===== config.mk =====
export PLATFORM = sky130hd
export DESIGN_NAME = stage_decode
export DESIGN_NICKNAME = d
export VERILOG_FILES = /design/src/rtl/stage_decode.sv
export SDC_FILE = /design/constraint.sdc
export NUM_CORES = 1
export LEC_CHECK = 0
export ABC_AREA = 1
export BUFFER_PORTS_ARGS = -buffer_cell sky130_fd_sc_hd__buf_4
export CAP_MARGIN = 0
export CORE_AREA = 3 3 188 190
export DETAILED_ROUTE_END_ITERATION = 10
export DIE_AREA = 0 0 191 193
export PLACE_DENSITY_LB_ADDON = 0.1
export SKIP_CTS_REPAIR_TIMING = 1
export SYNTH_ARGS = -nofsm -noshare
export SYNTH_HDL_FRONTEND = slang
export SYNTH_SLANG_ARGS = --single-unit
export TNS_END_PERCENT = 30

===== constraint.sdc =====
create_clock -name clk -period 10 [get_ports clk]
set_input_delay 1.5 -clock clk [delete_from_list [all_inputs] [get_ports clk]]
set_output_delay 1.5 -clock clk [all_outputs]
set_load 0.01 [all_outputs]

===== src/rtl/stage_decode.sv =====
// ID stage of the RV32I pipeline: decode, branch/jump resolution, load-use stall, ID-EX register (build option: CTRL_MISALIGN_EXC_EN).
// Latency: redirect, stall and squash are combinational in the ID cycle; the ID-EX register updates one cycle later.
// Backpressure: backend_stall_i freezes ID-EX. Any stall latches the imem word in the hold register.
module stage_decode #(
    parameter logic [31:0] RESET_NOP = 32'h0000_0013
) (
    input  logic        clk,
    input  logic        rst_ni,
    input  logic        if_valid_i,
    input  logic [31:0] if_pc_i,
    input  logic [31:0] if_pc_plus_four_i,
    input  logic [31:0] imem_data_i,
    output logic [4:0]  rs1_addr_o,
    output logic [4:0]  rs2_addr_o,
    input  logic [31:0] rs1_data_i,
    input  logic [31:0] rs2_data_i,
    input  logic        ex_mem_read_i,
    input  logic [4:0]  ex_rd_i,
    input  logic        backend_stall_i,
    output logic        stall_o,
    output logic        squash_o,
    output logic        instr_jal_o,
    output logic        instr_jalr_o,
    output logic        branch_taken_o,
    output logic [31:0] jal_addr_o,
    output logic [31:0] jalr_addr_o,
    output logic [31:0] branch_addr_o,
    output logic        id_ex_valid_o,
    output logic [31:0] id_ex_pc_o,
    output logic [31:0] id_ex_pc_plus_four_o,
    output logic [31:0] id_ex_instr_o,
    output logic [31:0] id_ex_rs1_data_o,
    output logic [31:0] id_ex_rs2_data_o,
    output logic [31:0] id_ex_imm_o,
    output logic [4:0]  id_ex_rd_o,
    output logic        id_ex_illegal_o,
    output logic        id_ex_exc_o
);

    localparam logic [0:0] S_LIVE = 1'b0;
    localparam logic [0:0] S_HELD = 1'b1;

    localparam logic [6:0] OP_LUI    = 7'b0110111;
    localparam logic [6:0] OP_AUIPC  = 7'b0010111;
    localparam logic [6:0] OP_JAL    = 7'b1101111;
    localparam logic [6:0] OP_JALR   = 7'b1100111;
    localparam logic [6:0] OP_BRANCH = 7'b1100011;
    localparam logic [6:0] OP_LOAD   = 7'b0000011;
    localparam logic [6:0] OP_STORE  = 7'b0100011;
    localparam logic [6:0] OP_IMM    = 7'b0010011;
    localparam logic [6:0] OP_OP     = 7'b0110011;
    localparam logic [6:0] OP_FENCE  = 7'b0001111;
    localparam logic [6:0] OP_SYSTEM = 7'b1110011;

    logic [0:0]  held_q;
    logic [31:0] hold_r;
    logic [31:0] instr;
    logic [6:0]  opcode;
    logic [2:0]  funct3;
    logic [31:0] imm_i, imm_s, imm_b, imm_u, imm_j;
    logic [31:0] imm;
    logic        illegal, writes_rd, uses_rs1, uses_rs2;
    logic        is_jal, is_jalr, is_branch, br_cond;
    logic        lu, redir_ok, ctrl_exc;
    logic [4:0]  rd_eff;

    // The sync RAM word is gone one cycle after a stall starts, so the held copy wins while HELD
    assign instr  = (held_q == S_HELD) ? hold_r : imem_data_i;
    assign opcode = instr[6:0];
    assign funct3 = instr[14:12];
    assign rs1_addr_o = instr[19:15];
    assign rs2_addr_o = instr[24:20];

    assign imm_i = {{20{instr[31]}}, instr[31:20]};
    assign imm_s = {{20{instr[31]}}, instr[31:25], instr[11:7]};
    assign imm_b = {{19{instr[31]}}, instr[31], instr[7], instr[30:25], instr[11:8], 1'b0};
    assign imm_u = {instr[31:12], 12'h000};
    assign imm_j = {{11{instr[31]}}, instr[31], instr[19:12], instr[20], instr[30:21], 1'b0};

    // Opcode/funct3 classification: immediate format, legality and register usage
    always_comb begin
        imm       = 32'h0;
        illegal   = 1'b0;
        writes_rd = 1'b0;
        uses_rs1  = 1'b1;
        uses_rs2  = 1'b0;
        is_jal    = 1'b0;
        is_jalr   = 1'b0;
        is_branch = 1'b0;
        case (opcode)
            OP_LUI, OP_AUIPC: begin imm = imm_u; writes_rd = 1'b1; uses_rs1 = 1'b0; end
            OP_JAL:   begin imm = imm_j; writes_rd = 1'b1; uses_rs1 = 1'b0; is_jal = 1'b1; end
            OP_JALR:  begin
                imm = imm_i;
                illegal   = (funct3 != 3'b000);
                writes_rd = ~illegal;
                is_jalr   = ~illegal;
            end
            OP_BRANCH: begin
                imm = imm_b; uses_rs2 = 1'b1;
                illegal   = (funct3 == 3'b010) || (funct3 == 3'b011);
                is_branch = ~illegal;
            end
            OP_LOAD:  begin
                imm = imm_i;
                illegal   = (funct3 == 3'b011) || (funct3 == 3'b110) || (funct3 == 3'b111);
                writes_rd = ~illegal;
            end
            OP_STORE: begin imm = imm_s; uses_rs2 = 1'b1; illegal = (funct3 > 3'b010); end
            OP_IMM:   begin imm = imm_i; writes_rd = 1'b1; end
            OP_OP:    begin writes_rd = 1'b1; uses_rs2 = 1'b1; end
            OP_FENCE, OP_SYSTEM: begin imm = imm_i; illegal = (funct3 != 3'b000); end
            default:  illegal = 1'b1;
        endcase
    end

    // Branch condition on the already-forwarded operands
    always_comb begin
        case (funct3)
            3'b000:  br_cond = (rs1_data_i == rs2_data_i);
            3'b001:  br_cond = (rs1_data_i != rs2_data_i);
            3'b100:  br_cond = ($signed(rs1_data_i) <  $signed(rs2_data_i));
            3'b101:  br_cond = ($signed(rs1_data_i) >= $signed(rs2_data_i));
            3'b110:  br_cond = (rs1_data_i <  rs2_data_i);
            3'b111:  br_cond = (rs1_data_i >= rs2_data_i);
            default: br_cond = 1'b0;
        endcase
    end

    assign jal_addr_o    = if_pc_i + imm_j;
    assign branch_addr_o = if_pc_i + imm_b;
    assign jalr_addr_o   = (rs1_data_i + imm_i) & ~32'h1;

    assign lu = if_valid_i & ex_mem_read_i & (ex_rd_i != 5'd0) &
                ((uses_rs1 & (rs1_addr_o == ex_rd_i)) | (uses_rs2 & (rs2_addr_o == ex_rd_i)));
    assign stall_o  = lu | backend_stall_i;
    assign redir_ok = if_valid_i & ~stall_o;

`ifdef CTRL_MISALIGN_EXC_EN
    // A half-word aligned target traps in EX instead of redirecting fetch
    assign ctrl_exc = (is_jal & jal_addr_o[1]) | (is_jalr & jalr_addr_o[1]) |
                      (is_branch & br_cond & branch_addr_o[1]);
`else
    assign ctrl_exc = 1'b0;
`endif

    assign instr_jal_o    = redir_ok & is_jal & ~ctrl_exc;
    assign instr_jalr_o   = redir_ok & is_jalr & ~ctrl_exc;
    assign branch_taken_o = redir_ok & is_branch & br_cond & ~ctrl_exc;
    assign squash_o       = instr_jal_o | instr_jalr_o | branch_taken_o;
    assign rd_eff         = (writes_rd & ~ctrl_exc) ? instr[11:7] : 5'd0;

    // Hold FSM: latch the imem word on the first stalled cycle, release once the stall drops
    always_ff @(posedge clk) begin
        if (!rst_ni) begin
            held_q <= S_LIVE;
            hold_r <= RESET_NOP;
        end else if (stall_o) begin
            held_q <= S_HELD;
            if (held_q == S_LIVE) hold_r <= imem_data_i;
        end else begin
            held_q <= S_LIVE;
        end
    end

    // ID-EX register: freeze on backpressure, bubble on load-use, otherwise load
    always_ff @(posedge clk) begin
        if (!rst_ni) begin
            id_ex_valid_o        <= 1'b0;
            id_ex_pc_o           <= 32'h0;
            id_ex_pc_plus_four_o <= 32'h0;
            id_ex_instr_o        <= 32'h0;
            id_ex_rs1_data_o     <= 32'h0;
            id_ex_rs2_data_o     <= 32'h0;
            id_ex_imm_o          <= 32'h0;
            id_ex_rd_o           <= 5'd0;
            id_ex_illegal_o      <= 1'b0;
            id_ex_exc_o          <= 1'b0;
        end else if (backend_stall_i) begin
            id_ex_valid_o <= id_ex_valid_o;
        end else if (lu) begin
            id_ex_valid_o <= 1'b0;
        end else begin
            id_ex_valid_o        <= if_valid_i;
            id_ex_pc_o           <= if_pc_i;
            id_ex_pc_plus_four_o <= if_pc_plus_four_i;
            id_ex_instr_o        <= instr;
            id_ex_rs1_data_o     <= rs1_data_i;
            id_ex_rs2_data_o     <= rs2_data_i;
            id_ex_imm_o          <= imm;
            id_ex_rd_o           <= rd_eff;
            id_ex_illegal_o      <= illegal;
            id_ex_exc_o          <= ctrl_exc;
        end
    end

endmodule


==> reports/metrics.yaml, run 1 <==
dr.pass1.iters: 5
portBuffers: 478
cts_max_path_buffers: 3
cts-htree-levels: 1
core_mm2: 0.03362
mappedNetlistArea_mm2: 0.01425
cp_data_arrival_time_ns: 4.54
synth_mux_area_share_pct: 0
holdCritPathClass: "flip-flop to flip-flop"
yosys.area_share.simple_pct: 33.52
syn_inst: 2168
first_iter_violations: 961
grt_pass1_vias: 14660
detail-route-antenna-nets: 0
critical_path.top_delay_family: "simple AND/OR/NAND/NOR gates"
yosys.area_share.xor_xnor_pct: 5.468
worst-path-max-fanout: 7
critical_path.max_stage_delay_ns: 0.42
clock_tree.root_cell: "clkbuf_16"
yosys_warnings: 0
path_buf_inv: 4
vias_per_cell: 5.047
synth.distinct_cells: 40
die_x_um: 191
post-route-util_pct: 56.31
powerDensity_mw_per_mm2: 164.3
most-common-layout-cells: "nand2_1 (927), buf_4 (485), dfxtp_1 (232)"
cts_tree: "yes"
detailed_placement_wirelength_estimate_um: 43840
path_clk_slew_ns: 0.06
max_cap_violation_count: 0
worst_pin_slew_ns: 1.129
drive_above_1_share_pct: 21.01
register_area_share_after_synthesis_pct: 32.58
power.ir.vdd_worst_mv: 0.1295
floorplan.die.height_um: 193
final.setup_skew_ns: 0.01863
cts_made_buffers: 28
max-slew-margin-rel_pct: 24.70
gr-total-overflow: 0
fmax_mhz: 165.7
cp.required_ns: 8.50
routed_wirelength_um: 55760
power.leakage_uw: 0.01031
worst_path_max_delay_cell: "o21ai_0"
synthesis.area_per_instance_um2: 6.575
leading_cell_type_in_the_layout_fill_and_taps_excluded: "nand2_1"
antenna-diode-count: 0
final_hold_viol_count: 0
outcome: "finished, final reports clean"
synth_fa_ha_area_share_pct: 9.637
die_area_mm2: 0.03686
track_usage_pct: 28.55
antenna_found_initial: 0
worstSetupEndpointType: "primary output"
rows: 67
filler_cell_count: 3365
post-synth-top-area-cell: "dfxtp_1"
synth.ff_latch_count: 232
synth_top_area_share_pct: 32.58
routedWlPerCell_um: 18.16
layout_worst_path_cycle_share_pct: 60.36
maximum_number_of_pins_on_one_net_before_global_route_repair: 109
area_of_combinational_cells_with_multiple_inputs_mm2: 0.008391
rsz0062_at_grt: "false"
gpl.final_weighted_congestion: 0.9619
synth_top_family_by_area: "simple AND/OR/NAND/NOR gates"
synth-compound-area-share_pct: 10.13
clk_sink_count: 232
netlist_top_cells_area: "dfxtp_1 (33%), nand2_1 (24%), ha_1 (9.2%)"
seqCellArea_mm2: 0.004644
finalMaxSlewViolations: 0
critical_path_class: "primary input to primary output"
timing.critical_path.from_type: "primary input"
final_setup_tns_ns: 0
series_of_cell_instances_along_the_critical_path: "buf_4, nand2_1, nand2_1, ha_1, inv_1, fa_1, nand3b_1, nand3_1, inv_1, o21ai_0, nand4_1, nand3_1, a21oi_1, xor2_1, buf_4"
drcViolationCount: 0
final_net_count: 2881
period_minus_slack_ns: 6.036
setup_viol_count_final: 0
grt_first_pass_wirelength_um: 83040
area_delta_synth_final_pct: 32.78
vias: 15498
clk-insertion-delay-late_ns: 0.58
starting_utilization_of_the_core_area_pct: 42.41
io-pin-count: 481
power by group:
group | total (uW) | switching [uW] | internal [uW]
Clock | 1070 | 429 | 643
Sequential | 1010 | 27.9 | 977
Combinational | 1030 | 612 | 422
Total | 3110 | 1070 | 2040
synthesized netlist by cell type, drive strengths merged:
library cell	number
xnor2	28
o311ai	1
xor2	61
nand4	29
conb	1
clkbuf	17
o21ai	94
o31ai	1
ha	105
nand3	87
nor3b	1
nand3b	2
a21o	5
o21bai	6
nor2	121
a21boi	4
nor4	2
a31oi	15
inv	193
a221o	1
a21oi	116
fa	3
nand2	933
o211ai	10
buf	64
o221ai	1
dfxtp	232
and2	1
nor3	16
or2	9
a221oi	1
o21a	8
final timing paths:
check             slack [ns]              endpoint                  from  cells after the start
setup / recovery        3.96        jal_addr_o[31]       imem_data_i[21]                     15
hold / removal          0.44  id_ex_rs2_data_o[23]  id_ex_rs2_data_o[23]                      2
setup reg to reg        5.70         id_ex_rd_o[0]                held_q                     15
hold reg to reg         0.44  id_ex_rs2_data_o[23]  id_ex_rs2_data_o[23]                      2
sequential cells by signal (all words and copies together) (netlist names):
signal                count
held_q                    1
id_ex_instr_o            32
hold_r                   32
id_ex_valid_o             1
id_ex_imm_o              32
id_ex_pc_plus_four_o     32
id_ex_rs2_data_o         32
id_ex_rd_o                5
id_ex_illegal_o           1
id_ex_pc_o               32
id_ex_rs1_data_o         32
kinds of logic (layout without fill, tap and decap cells):
logic type	Yosys count	after routing
fa+ha+maj	108	108
flops	232	232
xor+xnor	89	89
other cells	1	2
compound gates	263	263
simple gates	1201	1201
buf+inv	274	728
final cells by class:
cell class	count	share of cell area (%)
Inverter	193	3.854
Multi-Input combinational cell	1663	44.33
Clock inverter	12	1.025
Timing Repair Buffer	485	19.24
Tap cell	448	2.961
Clock buffer	38	4.059
Sequential cell	232	24.54
per-layer routing:
metal	track usage [%]	part of all wire [%]	vias up	wire (um)
li1	-	-	7767	-
met1	35.61	41	7009	22890
met2	49.06	47	627	26080
met3	7.413	9.3	95	5165
met4	7.762	2.9	0	1625
met5	0	0	-	0
tightest hold or removal path: stages (launching register included):
cell and delay, ns:
dfxtp_1 0.31, nand2_1 0.06, nand2_1 0.04
metrics by stage:
stage / worst slack, ns / hold WS [ns] / area [um2] / cells / power [uW]
2_1_floorplan: 4.505 / 0.4209 / 14260 / 2169 / 1568
3_3_place_gp: 4.120 / 0.4289 / 17970 / 3021 / 2050
3_5_place_dp: 4.027 / 0.4331 / 17970 / 3021 / 2052
4_1_cts: 4.023 / 0.4473 / 18930 / 3071 / 3131
5_1_grt: 3.531 / 0.4591 / 18930 / 3071 / 3268
6_report: 3.964 / 0.4444 / 18930 / 3071 / 3110
No activity file was read; power rests on OpenSTA's default activity.
==> run 2: changes to the inputs <==
- ABC_AREA: 1 -> 0
- CORE_AREA: 3 3 188 190 -> default
- CORE_MARGIN: default -> 3
- CORE_UTILIZATION: default -> 45
- DIE_AREA: 0 0 191 193 -> default
- clock period: 10 -> 5.85 ns (I/O delays scaled with it)
==> reports/metrics.yaml, run 2 <==
area_delta_synth_final_pct: 31.85
post-route-util_pct: 61.23  # +4.9 points
outcome: "finished, final reports clean"
critical_path.max_stage_delay_ns: 0.66  # +0.24 ns
timing.critical_path.from_type: "flip-flop"
synth_edf_count: 0  # unchanged
final_setup_tns_ns: 0  # unchanged
synth.cells.most_frequent: "nand2_1 (380), dfxtp_1 (232), a21boi_0 (132)"
worst_path_max_delay_cell: "a311oi_1"
synth.distinct_cells: 81  # +100%
layout_worst_path_cycle_share_pct: 95.63
dr.pass1.iters: 6  # +1
routedWlPerCell_um: 20.76  # +14%
first_iter_violations: 940  # -2.2%
clock_tree.root_cell: "clkbuf_16"
finalMaxSlewViolations: 0  # unchanged
track_usage_pct: 29.32  # +0.77 points
netlist_top_cells_area: "dfxtp_1 (32%), nand2_1 (9.9%), ha_1 (9.1%)"
fmax_mhz: 178.8
clk_sink_count: 232  # unchanged
worst-path-max-fanout: 12  # +5
register_area_share_after_synthesis_pct: 32.19  # -0.39 points
clk-insertion-delay-late_ns: 0.54  # -0.04 ns
setup_viol_count_final: 0  # unchanged
power.leakage_uw: 0.009502  # -7.8%
maximum_number_of_pins_on_one_net_before_global_route_repair: 199  # +83%
cts_max_path_buffers: 3  # unchanged
final_hold_viol_count: 0  # unchanged
syn_inst: 1756  # -19%
core_mm2: 0.03107  # -7.6%
yosys_warnings: 0  # unchanged
cts_tree: "yes"
antenna_found_initial: 3  # +3
starting_utilization_of_the_core_area_pct: 46.44  # +4.0 points
drive_above_1_share_pct: 26.22  # +5.2 points
path_clk_slew_ns: 0.06  # about the same
holdCritPathClass: "flip-flop to flip-flop"
asyncSetResetFlopFracSynth_pct: 0  # unchanged
synthesis.area_per_instance_um2: 8.217  # +25%
final_net_count: 2448  # -15%
leading_cell_type_in_the_layout_fill_and_taps_excluded: "buf_4"
io-pin-count: 481  # unchanged
detailed_placement_wirelength_estimate_um: 42030  # -4.1%
max-slew-margin-rel_pct: 38.08  # +13 points
max_cap_violation_count: 0  # unchanged
routed_wirelength_um: 53720  # -3.7%
rows: 64  # -4.5%
gpl.final_weighted_congestion: 0.9230  # -4.0%
cp.required_ns: 4.97  # -3.53 ns
critical_path_class: "flip-flop to primary output"
power.ir.vdd_worst_mv: 0.2611  # +100%
cts-htree-levels: 1  # unchanged
grt_first_pass_wirelength_um: 79230  # -4.6%
detail-route-antenna-nets: 0  # unchanged
most-common-layout-cells: "buf_4 (497), nand2_1 (380), dfxtp_1 (231)"
post-synth-top-area-cell: "dfxtp_1"
grt_pass1_vias: 13685  # -6.7%
main_flop_type_after_synthesis: "dfxtp_1"
final.setup_skew_ns: 0.01157  # -0.007053 ns
period_minus_slack_ns: 5.594
vias: 14456  # -6.7%
worstSetupEndpointType: "primary output"
die_x_um: 185.1  # -3.1%
portBuffers: 478  # unchanged
drcViolationCount: 0  # unchanged
worst_pin_slew_ns: 0.9288  # -0.2006 ns
post-synth-top-count-cell: "nand2_1"
series_of_cell_instances_along_the_critical_path: "mux2i_1, inv_1, ha_1, o211a_1, o31ai_1, o21a_1, a311oi_1, o41ai_2, nor4b_1, or3_1, o21ai_0, xor2_1, buf_4"
powerDensity_mw_per_mm2: 275.7  # +68%
vias_per_cell: 5.586  # +11%
cp_data_arrival_time_ns: 4.72  # +0.18 ns
mappedNetlistArea_mm2: 0.01443  # +1.2%
die_area_mm2: 0.03425  # -7.1%
gr-total-overflow: 0  # unchanged
floorplan.die.height_um: 185.1  # -4.1%
synth.ff_latch_count: 232  # unchanged
cts_made_buffers: 26  # -7.1%
synth_top_area_share_pct: 32.19  # -0.39 points
run 2: cell count changes after synthesis, moves of 61 or more:
cell      before  now
nand2_1      927  380
a21boi_0       4  132
inv_1        189   75
nor2_1       120   46
nand3_1       87   26
o211a_1        0   61
run 2: layer usage:
layer	global-route usage (%)	wire length (um)	up-vias
met5	0	0	-
met3	5.401	3728	97
li1	-	-	7008
met1	35.91	21680	6774
met4	11.01	2298	0
met2	51.23	26010	577
run 2: area by class of cell:
| type | count | area (um2) |
|---|---|---|
| Clock inverter | 11 | 161.4 |
| Antenna cell | 3 | 7.507 |
| Tap cell | 396 | 495.5 |
| Fill cell | 2860 | 12050 |
| Inverter | 76 | 290.3 |
| Clock buffer | 36 | 759.5 |
| Multi-Input combinational cell | 1334 | 8880 |
| Sequential cell | 232 | 4648 |
| Timing Repair Buffer | 500 | 3782 |
run 2: worst max-delay path, delay by kind of cell (launching register included):
family,cells,cell delay (ns)
XOR/XNOR,1,0.17
multiplexers,1,0.34
buffers and inverters,2,0.39
flip-flops,1,0.50
AO/OA/AOI/OAI,6,1.64
AND/OR/NAND/NOR,2,0.58
adder cells (fa/ha/maj),1,0.53
run 2: path summary, 6_finish.rpt:
path / from / to / slack, ns / cells past startpoint
max reg2reg: held_q / id_ex_pc_plus_four_o[19] / 1.97 / 12
max: held_q / jal_addr_o[26] / 0.26 / 13
min reg2reg: id_ex_pc_plus_four_o[5] / id_ex_pc_plus_four_o[5] / 0.46 / 2
min: id_ex_pc_plus_four_o[5] / id_ex_pc_plus_four_o[5] / 0.46 / 2
run 2: cells by family (layout without fill, tap and decap cells):
family	Yosys count	count (layout)	share of synthesized area [%]
mux	34	34	2.827
xor+xnor	85	85	5.160
other cells	1	5	0.02599
compound gates	539	539	26.77
buf+inv	191	623	6.356
simple gates	565	565	17.08
flops	232	232	32.19
fa+ha+maj	109	109	9.591
run 2: report_power, final:
group / switching, uW / internal, uW / leakage (uW)
Combinational: 987 / 783 / 0.00714
Clock: 677 / 1080 / 0.000454
Sequential: 50.9 / 1670 / 0.00191
Total: 1710 / 3530 / 0.00950
run 2: per-stage QoR:
step | hold slack, ns | std cells | cell area [um2] | worst slack [ns] | power, uW
final | 0.4634 | 2588 | 19020 | 0.2556 | 5244
after global routing | 0.4845 | 2588 | 19020 | -0.007842 | 5476
after CTS | 0.4669 | 2583 | 18990 | -0.06509 | 5272
after detailed placement | 0.4525 | 2536 | 18070 | 0.5103 | 3516
after global placement | 0.4412 | 2536 | 18070 | 0.6047 | 3504
after floorplan | 0.4666 | 1757 | 14430 | 0.6531 | 2703
==> run 3: changes to the inputs <==
--- a/config.mk
+++ b/config.mk
@@ -11,6 +11,8 @@
 export CORE_MARGIN = 3
 export CORE_UTILIZATION = 45
+export CTS_CLUSTER_DIAMETER = 40
 export DETAILED_ROUTE_END_ITERATION = 10
 export PLACE_DENSITY_LB_ADDON = 0.1
+export RECOVER_POWER = 100
 export SKIP_CTS_REPAIR_TIMING = 1
 export SYNTH_ARGS = -nofsm -noshare
==> constraint.sdc (replaced) <==
create_clock -name clk -period 5.85 [get_ports clk]
set_input_delay 1.17 -clock clk [delete_from_list [all_inputs] [get_ports clk]]
set_output_delay 1.17 -clock clk [all_outputs]
set_load 0.01 [all_outputs]
==> reports/metrics.yaml, run 3 (synthesis gave the netlist of run 2 again) <==
worst_slack_ns: 0.1814  # -0.07416 ns
vias_per_cell: 5.528  # -1.0%
final_area_mm2: 0.01896  # -0.36%
cp.required_ns: 4.68  # -0.29 ns
antenna_found_initial: 2  # -1
gpl.final_weighted_congestion: 0.9490  # +2.8%
critical_path.max_stage_delay_ns: 0.42  # -0.24 ns
cp_data_arrival_time_ns: 4.50  # -0.22 ns
critical_path.top_delay_family: "compound AO/OA/AOI/OAI gates"
powerDensity_mw_per_mm2: 311.1  # +13%
cts_made_buffers: 40  # +54%
final_hold_viol_count: 0  # unchanged
final.setup_skew_ns: 0.01893  # +0.007356 ns
floorplan.die.height_um: 185.1  # unchanged
filler_cell_count: 2988  # +4.5%
grt_first_pass_wirelength_um: 80680  # +1.8%
finalMaxSlewViolations: 0  # unchanged
die_area_mm2: 0.03425  # unchanged
leading_cell_type_in_the_layout_fill_and_taps_excluded: "nand2_1"
timing.critical_path.from_type: "primary input"
critical_path_class: "primary input to primary output"
clock_tree.root_cell: "clkbuf_16"
place_ws_ns: 0.1416  # -0.3687 ns
reg2reg_from: "held_q"
die_x_um: 185.1  # unchanged
dr.pass1.iters: 6  # unchanged
maximum_number_of_pins_on_one_net_before_global_route_repair: 199  # unchanged
cts-htree-levels: 2  # +1
fmax_mhz: 176.4  # -1.3%
final_setup_tns_ns: 0  # unchanged
layout_worst_path_cycle_share_pct: 96.90  # +1.3 points
core_mm2: 0.03107  # unchanged
area_delta_synth_final_pct: 31.37
gr-total-overflow: 0  # unchanged
routedWlPerCell_um: 20.62  # -0.67%
worst_pin_slew_ns: 0.9766  # +0.04775 ns
worst-path-max-fanout: 7  # -5
detailed_placement_wirelength_estimate_um: 42480  # +1.1%
path_buf_inv: 4  # +2
drive_above_1_share_pct: 19.21  # -7.0 points
holdCritPathClass: "flip-flop to flip-flop"
portBuffers: 478  # unchanged
grt_pass1_vias: 13867  # +1.3%
setup_viol_count_final: 0  # unchanged
rows: 64  # unchanged
detail-route-antenna-nets: 0  # unchanged
hold_path_startpoint: "id_ex_pc_plus_four_o[20]"
power.leakage_uw: 0.009025  # -5.0%
clk_sink_count: 232  # unchanged
most-common-layout-cells: "nand2_1 (380), buf_4 (320), dfxtp_1 (231)"
worst_path_max_delay_cell: "ha_1"
series_of_cell_instances_along_the_critical_path: "buf_4, mux2i_1, inv_1, ha_1, o21a_1, o31ai_1, o21a_2, a311oi_2, o41ai_1, buf_4, nor4b_1, or3_1, o21ai_0, xnor2_1, buf_4"
period_minus_slack_ns: 5.669  # +0.07416 ns
track_usage_pct: 29.94  # +0.63 points
first_iter_violations: 735  # -22%
max-slew-margin-rel_pct: 34.90  # -3.2 points
routed_wirelength_um: 54350  # +1.2%
area_of_combinational_cells_with_multiple_inputs_mm2: 0.008917  # +0.42%
cts_tree: "yes"
power.ir.vdd_worst_mv: 0.2360  # -9.6%
dpl-instance-area_mm2: 0.01825  # +0.97%
max_cap_violation_count: 0  # unchanged
worstSetupEndpointType: "primary output"
outcome: "finished, final reports clean"
critical_path.startpoint: "imem_data_i[25]"
io-pin-count: 481  # unchanged
clk-insertion-delay-late_ns: 0.52  # -0.02 ns
cts_max_path_buffers: 3  # unchanged
seqCellArea_mm2: 0.004648  # unchanged
hold_ws_ns: 0.4614  # -0.001972 ns
path_clk_slew_ns: 0.05  # about the same
vias: 14571  # +0.80%
drcViolationCount: 0  # unchanged
critical_path.most_common_cell: "buf_4"
rsz0062_at_grt: "true"
final_net_count: 2487  # +1.6%
starting_utilization_of_the_core_area_pct: 46.44  # unchanged
## run 3: per-layer routing
metal	global-route usage (%)	vias to the layer above	part of all wire, %
met1	35.63	6852	40
met5	0	-	0
li1	-	7086	-
met3	7.698	100	7.5
met2	52.10	533	49
met4	10.98	0	3.7
## run 3: path summary, 6_finish.rpt
path	cells after the start	endpoint	slack [ns]
worst max-delay path	15	jal_addr_o[24]	0.18
worst min-delay path	2	id_ex_pc_plus_four_o[20]	0.46
worst max register to register	12	id_ex_imm_o[12]	1.66
worst min register to register	2	id_ex_pc_plus_four_o[20]	0.46
## run 3: layout make-up
cell class	count	share of cell area (%)
Multi-Input combinational cell	1334	47.04
Inverter	76	1.531
Clock inverter	24	1.624
Clock buffer	47	5.743
Tap cell	396	2.614
Timing Repair Buffer	525	16.90
Antenna cell	2	0.02640
Sequential cell	232	24.52
## run 3: where the power goes
group | leakage, uW | switching [uW] | total (uW) | internal [uW]
registers | 0.00191 | 49.8 | 1720 | 1670
logic | 0.00643 | 995 | 1740 | 750
clock network | 0.000684 | 861 | 2430 | 1570
total | 0.00902 | 1900 | 5900 | 3990
## run 3: stage by stage
| step | instances | total power (uW) | utilization [%] |
|---|---|---|---|
| after floorplan | 1757 | 2703 | - |
| after global placement | 2561 | 3522 | 58.72 |
| after detailed placement | 2561 | 3536 | 58.72 |
| after CTS | 2632 | 5970 | 63.22 |
| after global routing | 2636 | 6144 | 61.01 |
| final | 2636 | 5896 | 61.01 |
## run 3: worst reg2reg max path, cell delays in order (launching register included)
cell and delay (ns):
dfxtp_4 0.50, buf_6 0.23, buf_4 0.21, mux2i_1 0.63
nor2_1 0.23, a31o_2 0.32, nand3_4 0.15, nand4_1 0.11
and2_4 0.18, inv_6 0.41, and2_1 0.55, buf_4 0.40
a22o_1 0.21
